[src/rtl/ac_config_sequencer.sv]
// ac_config_sequencer
// Power-up and configuration sequencer for the SSM2603 control port.
// Streams a fixed 12-word register init table (with a VMID settle delay
// after R8) to an I2C master over a valid/ready + done handshake. NACKed
// init words are retried a bounded number of times. Once the codec is
// configured, single-word runtime writes from software share the same
// I2C master.
module ac_config_sequencer #(
  parameter int DELAY_CYCLES = 1_000_000,
  parameter int RETRY_MAX    = 3
) (
  input  logic        clk,
  input  logic        reset,
  input  logic        start,
  output logic        busy,
  output logic        done,
  output logic        error,
  output logic        i2cValid,
  output logic [15:0] i2cData,
  input  logic        i2cReady,
  input  logic        i2cDone,
  input  logic        i2cNack,
  input  logic        usrReq,
  input  logic [15:0] usrWord,
  output logic        usrGnt,
  output logic        usrErr
);

  // Counter widths; retry counter keeps at least one bit so RETRY_MAX=0 still elaborates.
  localparam int RW = (RETRY_MAX > 0) ? $clog2(RETRY_MAX + 1) : 1;
  localparam int DW = (DELAY_CYCLES > 1) ? $clog2(DELAY_CYCLES + 1) : 1;

  localparam logic [RW-1:0] RETRY_LIM = RW'(RETRY_MAX);
  localparam logic [DW-1:0] DLY_LAST  = DW'(DELAY_CYCLES - 1);

  localparam logic [3:0] IDX_PRE_DELAY = 4'd9;   // R8 written, VMID starts charging
  localparam logic [3:0] IDX_ACTIVATE  = 4'd10;  // R9 active, first word after the delay
  localparam logic [3:0] IDX_LAST      = 4'd11;  // R6 outputs on, end of table

  typedef enum logic [2:0] {
    S_IDLE,
    S_ISSUE,
    S_WAIT,
    S_DELAY,
    S_READY,
    S_U_ISSUE,
    S_U_WAIT,
    S_FAIL
  } state_t;

  state_t          r_state;
  logic [3:0]      r_idx;
  logic [RW-1:0]   r_retry;
  logic [DW-1:0]   r_delay_cnt;
  logic            r_busy;
  logic            r_done;
  logic            r_error;
  logic            r_i2c_valid;
  logic [15:0]     r_i2c_data;
  logic            r_usr_gnt;
  logic            r_usr_err;

  logic [15:0]     w_next_word;
  logic            w_start_init;

  // Codec init table: {regAddr[6:0], regData[8:0]}.
  function automatic logic [15:0] f_init_word(input logic [3:0] idx);
    logic [15:0] word;
    case (idx)
      4'd0:    word = 16'h1E00;  // R15 software reset
      4'd1:    word = 16'h0C10;  // R6 power, outputs still off
      4'd2:    word = 16'h0017;  // R0 left line in
      4'd3:    word = 16'h0217;  // R1 right line in
      4'd4:    word = 16'h0479;  // R2 left headphone
      4'd5:    word = 16'h0679;  // R3 right headphone
      4'd6:    word = 16'h0812;  // R4 analog path
      4'd7:    word = 16'h0A00;  // R5 digital path
      4'd8:    word = 16'h0E0A;  // R7 I2S, 24 bit
      4'd9:    word = 16'h1000;  // R8 sample rate
      4'd10:   word = 16'h1201;  // R9 active
      4'd11:   word = 16'h0C00;  // R6 outputs on
      default: word = 16'h0000;
    endcase
    return word;
  endfunction

  assign w_next_word  = f_init_word(r_idx + 4'd1);

  // start is honoured only when no init sequence or runtime write is in flight.
  assign w_start_init = start &&
                        ((r_state == S_IDLE) || (r_state == S_READY) || (r_state == S_FAIL));

  // Sequencer FSM with all outputs registered.
  always_ff @(posedge clk) begin
    if (reset) begin
      r_state     <= S_IDLE;
      r_idx       <= 4'd0;
      r_retry     <= '0;
      r_delay_cnt <= '0;
      r_busy      <= 1'b0;
      r_done      <= 1'b0;
      r_error     <= 1'b0;
      r_i2c_valid <= 1'b0;
      r_i2c_data  <= 16'h0000;
      r_usr_gnt   <= 1'b0;
      r_usr_err   <= 1'b0;
    end else begin
      // Grant/error are single-cycle pulses unless re-asserted below.
      r_usr_gnt <= 1'b0;
      r_usr_err <= 1'b0;

      if (w_start_init) begin
        // (Re)start from the first table word; present it immediately.
        r_state     <= S_ISSUE;
        r_idx       <= 4'd0;
        r_retry     <= '0;
        r_delay_cnt <= '0;
        r_busy      <= 1'b1;
        r_done      <= 1'b0;
        r_error     <= 1'b0;
        r_i2c_valid <= 1'b1;
        r_i2c_data  <= f_init_word(4'd0);
      end else begin
        case (r_state)
          S_IDLE: begin
            r_state <= S_IDLE;
          end

          S_ISSUE: begin
            // Word held stable until the master takes it.
            if (r_i2c_valid && i2cReady) begin
              r_i2c_valid <= 1'b0;
              r_state     <= S_WAIT;
            end
          end

          S_WAIT: begin
            if (i2cDone) begin
              if (!i2cNack) begin
                r_retry <= '0;
                if (r_idx == IDX_PRE_DELAY) begin
                  r_delay_cnt <= '0;
                  r_state     <= S_DELAY;
                end else if (r_idx == IDX_LAST) begin
                  r_busy  <= 1'b0;
                  r_done  <= 1'b1;
                  r_state <= S_READY;
                end else begin
                  r_idx       <= r_idx + 4'd1;
                  r_i2c_data  <= w_next_word;
                  r_i2c_valid <= 1'b1;
                  r_state     <= S_ISSUE;
                end
              end else if (r_retry < RETRY_LIM) begin
                // Re-issue the same word; i2cData still holds it.
                r_retry     <= r_retry + RW'(1);
                r_i2c_valid <= 1'b1;
                r_state     <= S_ISSUE;
              end else begin
                r_busy  <= 1'b0;
                r_error <= 1'b1;
                r_state <= S_FAIL;
              end
            end
          end

          S_DELAY: begin
            // Exactly DELAY_CYCLES cycles spent here while VMID charges.
            if (r_delay_cnt == DLY_LAST) begin
              r_delay_cnt <= '0;
              r_idx       <= IDX_ACTIVATE;
              r_i2c_data  <= f_init_word(IDX_ACTIVATE);
              r_i2c_valid <= 1'b1;
              r_state     <= S_ISSUE;
            end else begin
              r_delay_cnt <= r_delay_cnt + DW'(1);
            end
          end

          S_READY: begin
            // Runtime writes are only served once the codec is configured.
            if (usrReq) begin
              r_i2c_data  <= usrWord;
              r_i2c_valid <= 1'b1;
              r_state     <= S_U_ISSUE;
            end
          end

          S_U_ISSUE: begin
            if (r_i2c_valid && i2cReady) begin
              r_i2c_valid <= 1'b0;
              r_state     <= S_U_WAIT;
            end
          end

          S_U_WAIT: begin
            // Runtime writes are not retried; the NACK is reported to software.
            if (i2cDone) begin
              r_usr_gnt <= 1'b1;
              r_usr_err <= i2cNack;
              r_state   <= S_READY;
            end
          end

          S_FAIL: begin
            r_state <= S_FAIL;
          end

          default: begin
            r_state <= S_IDLE;
          end
        endcase
      end
    end
  end

  assign busy     = r_busy;
  assign done     = r_done;
  assign error    = r_error;
  assign i2cValid = r_i2c_valid;
  assign i2cData  = r_i2c_data;
  assign usrGnt   = r_usr_gnt;
  assign usrErr   = r_usr_err;

endmodule

[config.mk]
export PLATFORM = sky130hd
export DESIGN_NAME = ac_config_sequencer
export DESIGN_NICKNAME = d
export VERILOG_FILES = /design/src/rtl/ac_config_sequencer.sv
export SDC_FILE = /design/constraint.sdc
export NUM_CORES = 1
export LEC_CHECK = 0
export ABC_AREA = 1
export BUFFER_PORTS_ARGS = -buffer_cell sky130_fd_sc_hd__buf_2
export CAP_MARGIN = 20
export CORE_ASPECT_RATIO = 0.8
export CORE_MARGIN = 1.5
export CORE_UTILIZATION = 55
export CTS_CLUSTER_DIAMETER = 150
export DETAILED_ROUTE_END_ITERATION = 12
export PLACE_DENSITY = 0.77
export SYNTH_ARGS = -nofsm -noshare
export SYNTH_HDL_FRONTEND = slang
export SYNTH_SLANG_ARGS = --single-unit
[constraint.sdc]
create_clock -name clk -period 2.45 [get_ports clk]
set_input_delay 0.1225 -clock clk [delete_from_list [all_inputs] [get_ports clk]]
set_output_delay 0.1225 -clock clk [all_outputs]
set_load 0.01 [all_outputs]
# Yosys cells after proc, flatten, opt, wreduce, memory -nomap -nowiden
# Memory sizes are Yosys's and may differ from the RTL's.
# Cells that the tools add are included.
dict set report op_classes {
  addsub 3
  magnitude_cmp 1
  eq_ne 36
  mux 51
  bitwise_logic 5
  n_reduce_logical 27
}
# operator count
set ops {}
lappend ops {{two-way mux 16 bit} 6}
lappend ops {{two-way mux 20 bit} 4}
lappend ops {{one-hot mux 16 bit (3 select lines)} 1}
lappend ops {{one-hot mux 20 bit (2 select lines)} 1}
lappend ops {{inequality test 3 bit, second input constant} 11}
lappend ops {{two-way mux 3 bit} 10}
lappend ops {{one-hot mux 3 bit (8 select lines)} 1}
lappend ops {{adder 20 x 1 -> 20 bit, second input constant} 1}
lappend ops {{equality test 20 bit, second input constant} 1}
lappend ops {{two-way mux 4 bit} 5}
lappend ops {{inequality test 2 bit, second input constant} 10}
lappend ops {{two-way mux 1 bit} 18}
lappend ops {{AND reduction 6 bit} 3}
lappend ops {{AND reduction 7 bit} 2}
lappend ops {{two-way mux 13 bit} 1}
lappend ops {{equality test 3 bit, second input constant} 4}
lappend ops {{inequality test 4 bit, second input constant} 3}
lappend ops {{AND reduction 5 bit} 2}
lappend ops {{equality test 4 bit, second input constant} 2}
lappend ops {{one-hot mux 4 bit (2 select lines)} 1}
lappend ops {{AND reduction 4 bit} 2}
lappend ops {{AND reduction 8 bit} 1}
lappend ops {{equality test 3 x 2 -> 1 bit, second input constant} 2}
lappend ops {{nonzero test 2 bit} 3}
lappend ops {{other kinds (19)} 28}
dict set report totals {
  regBits 51
  rom_bits 176
  out_inout_bits 22
  elab_cells 137
  memories 1
}
# memory depth word_bits read_ports rd_clocked_by_memory_dff write_ports line
set memory_table {}
lappend memory_table {{(no name shown)} 16 11 1 0 0 69} ;# case (idx)

# Depth between registers and ports, before layout
# An unclocked memory read counts as a cell.
dict set report logic_depth {
  word_depth 8
  depth_mapped 13
  depth_no_buf 12
}

# Least setup slack after synthesis
# No wires, ideal clock.
dict set report synth_timing {
  path_type {reg-to-reg}
  start {reg r_delay_cnt[0]}
  end {reg r_i2c_data[14], in the netlist i2cData[14]}
  t_arrival_ns 1.619
  t_required_ns 2.332
  slack_ns 0.714
  stages_incl_launch_ff 14
  path_cell_list {dfxtp_1 > ha_1 > nand2_1 > inv_1 > nand2_1 > nor2_1 > nand2_1 > nand2_4 > nand2_2 > nor2_4 > buf_6 > nand2_1 > o21ai_1 > nor2_1}
}
dict set report synth_via {
  elab_chain_cells 3
}
# item line
set synth_rtl {}
lappend synth_rtl {{from (decl)} 54} ;# logic [DW-1:0] r_delay_cnt;
lappend synth_rtl {{from (signal assigned)} 176} ;# r_delay_cnt <= r_delay_cnt + DW'(1);
lappend synth_rtl {{equality test 20 bit} 169} ;# if (r_delay_cnt == DLY_LAST) begin
lappend synth_rtl {{inequality test 2 bit (no source line)} n/a}
lappend synth_rtl {{AND reduction 7 bit (no source line)} n/a}
lappend synth_rtl {{to (signal assigned)} 150} ;# r_i2c_data <= w_next_word;
lappend synth_rtl {{to (signal assigned)} 172} ;# r_i2c_data <= f_init_word(IDX_ACTIVATE);
lappend synth_rtl {{to (signal assigned)} 183} ;# r_i2c_data <= usrWord;
lappend synth_rtl {{to (decl)} 59} ;# logic [15:0] r_i2c_data;
# No other way between the ends.
# A chain may end at the register's enable or synchronous reset.

# Worst setup path in the final report
dict set report layout_timing {
  start {reg r_delay_cnt[0]}
  end {reg r_i2c_data[0], in the netlist i2cData[0]}
}
# The elaborated chain is that of the path after synthesis.

==> flow_summary.toml <==
[status]
status = "complete, no violations"

[setup_path]
cp.required_ns = 2.69
startpoint_type = "flop"
worstPathCellList = "ha_1 -> nand2_1 -> inv_1 -> nand2_1 -> nor2_1 -> nand2_1 -> nand2_4 -> nand2_2 -> nor2_2 -> nand2_2 -> a21oi_2"
critical_path_class = "flop to flop"
slowest_delay_ns = 0.46
arrival_ns = 2.43
r2r_slack_ns = 0.26
cp_top_family = "simple AND/OR/NAND/NOR gates"
timing.rr.start = "r_delay_cnt[0]"
ff2ff_path_depth = 11
critPathSlowestCell = "dfxtp_1"
path_max_fanout = 11
cp_common_cell = "nand2_1"
path_buf_inv = 1
endpoint_kind = "flop"
rr_endpoint = "i2cData[0]"

[routing]
drc = 0
wl_per_cell_um = 12.7
vias = 3306
viasPerCell = 5.32
dr.first_iter.drc_count = 323
postRouteWirelength_mm = 7.87
antenna_left = 0
dr.pass1.iters = 6

[power]
pwr_density_cell_nw_per_um2 = 709
internal-power_uw = 1460
vdd_drop_max_mv = 0.496
power_uw = 2470
switching_share = 0.409
switchingPower_uw = 1010
pwr-share-clk = 0.195
pwr-share-seq = 0.407
p_comb_frac = 0.398
leakagePower_uw = 0.00154

[worst_hold_path]
hold_end = "busy"
holdPathStages = 2
holdCritStartpoint = "reset"
holdCritPathClass = "input port to flop"

[timing]
fmax_ghz = 0.457
slew-limit-headroom = 0.665
final-max-slew-violation-count = 0
fin_tns_setup_ns = 0
setup_violations = 0
skew_ns = 0.00916
whs_ns = 0.102
fin_crit_sh = 0.893
rsz0062_at_grt = "no"
post-route-min-period_ns = 2.19
hold_viol = 0
worstMarginPinSlew_ns = 0.502

[grt]
met2_usage = 0.386
grt_pass1_vias = 2864
gr-total-overflow = 0
grt_max_degree = 24
antenna_found_initial = 0
use_met1 = 0.394
busiest_layer = "met1"
grt_use_total = 0.261
use_met3 = 0.0443
grt_pass1_wl_mm = 12.9

[finish]
final_cell_mix = "nand2_1 (143), nor2_1 (87), dfxtp_1 (51), inv_1 (48), buf_2 (44)"
multiInputGateArea_um2 = 1840
final_common_cell = "nand2_1"
syn_to_final_growth_pct = 11.1
fillers = 563
post-route-util = 0.639
stdcell_count = 622
seqCellArea_um2 = 1020
antenna_cells_inserted = 0
nets = 574
layout-drive-gt1-share = 0.147

[yosys]
yosysWarnings = 0
synth_cell_types = 39
synth_area_um2 = 3140
avgSynthCellArea_um2 = 6.29
synth-seq-cells = 51
netlist_instances = 499
syn_nets = 530
seq_area_frac_synth = 0.325

[cts]
cts.sinks = 51
clkTransAtPathRegs_ns = 0.10
cts_tree = "yes"
postCtsSetupBuffers = 0
cts_htree_levels = 2
clock_latency_ns = 0.31
cts_buffer_depth = 2
clock-root-buffer = "clkbuf_8"
cts-buffers-inserted = 5

[die]
core_area_um2 = 5470
start_util = 0.575
dieHeight_um = 70.6
placementRows = 24
die_area_um2 = 6180
num_io_pins = 45
dieWidth_um = 87.5

[place]
dp_hpwl_mm = 5.99
portBuffers = 44
place_inst = 613
place.gp.congestion = 0.906

[job]
cap_violations = 0
## metal layers
metal	vias to the layer above	share of wire	wire length, um
met3	9	0.079	620
met2	135	0.42	3300
met1	1459	0.49	3880
li1	1703	-	-
met4	0	0.0097	76
met5	-	0	0
## kinds of logic (layout without fill, tap and decap cells)
family	Yosys count	in the layout	share of synthesized area
and+or+nand+nor	312	313	0.436
buffers and inverters	66	110	0.0896
AOI/OAI and AO/OA	57	57	0.103
DFF	51	51	0.325
adders and majority gates	8	8	0.0319
xor gates and xnor gates	5	5	0.0139
## registers in the layout, indices dropped and copies added, names as in the netlist
signal	flops
busy	1
error	1
i2cData	16
done	1
i2cValid	1
r_retry	2
usrGnt	1
r_idx	4
r_delay_cnt	20
r_state	3
usrErr	1
## through the flow
| step | setup slack, ns | area [um2] |
|---|---|---|
| detailed placement | 0.305 | 3400 |
| floorplan | 0.714 | 3140 |
| CTS | 0.286 | 3480 |
| global route | 0.0562 | 3490 |
| global placement | 0.409 | 3400 |
| finish | 0.262 | 3490 |
## worst register-to-register path: cells and delay by family (launching register included)
kind                     cells  cell delay, ns
AO/OA/AOI/OAI                1            0.14
adder cells (fa/ha/maj)      1            0.29
buffers and inverters        1            0.06
flip-flops                   1            0.46
AND/OR/NAND/NOR              8            1.18
## worst max-delay path by stage
stage | from | depth (start not counted) | end
after floorplan | r_delay_cnt[0] | 13 | i2cData[14]
after global placement | r_delay_cnt[0] | 12 | i2cData[13]
after detailed placement | r_delay_cnt[0] | 12 | i2cData[7]
after CTS | r_delay_cnt[0] | 12 | i2cData[14]
after global routing | r_delay_cnt[0] | 11 | i2cData[0]
final | r_delay_cnt[0] | 11 | i2cData[0]
## layout make-up
cell class                 instances  share of cell area
sequential                        51               0.293
clock inverter                     1             0.00143
clock buffer                       7              0.0219
multi-input combinational        383               0.529
tap                               78              0.0280
inverter                          56              0.0602
timing repair buffer              46              0.0674
## cells in the mapped netlist (all sizes together)
master / count / area [um2]
nand2: 149 / 584
a31oi: 1 / 6.26
a211oi: 1 / 7.51
a21oi: 32 / 164
o21ai: 12 / 60.1
a22oi: 2 / 15.0
a311oi: 1 / 8.76
o211ai: 5 / 37.5
and3: 1 / 6.26
nor3b: 2 / 20.0
nor2: 93 / 388
or2: 1 / 6.26
nor3: 11 / 55.1
o21bai: 1 / 7.51
inv: 56 / 210
nor4: 1 / 6.26
nand4: 14 / 93.8
nand3: 38 / 195
dfxtp: 51 / 1020
xor2: 4 / 35.0
nand3b: 2 / 15.0
o21a: 1 / 8.76
buf: 10 / 71.3
xnor2: 1 / 8.76
a31o: 1 / 8.76
ha: 8 / 100
## power groups by stage
stage	Sequential [uW]	Combinational, uW	Clock, uW
floorplan	1050	720	0
global placement	1020	940	0
detailed placement	1030	962	0
CTS	1010	964	486
global route	1020	1120	507
finish	1010	984	483
## timing repair
action	in CTS	in global routing
hold buffers	0	0
hold endpoints to repair	0	0
gates resized for setup	0	0
setup endpoints to repair	0	3
No activity file was read; power rests on OpenSTA's default activity.
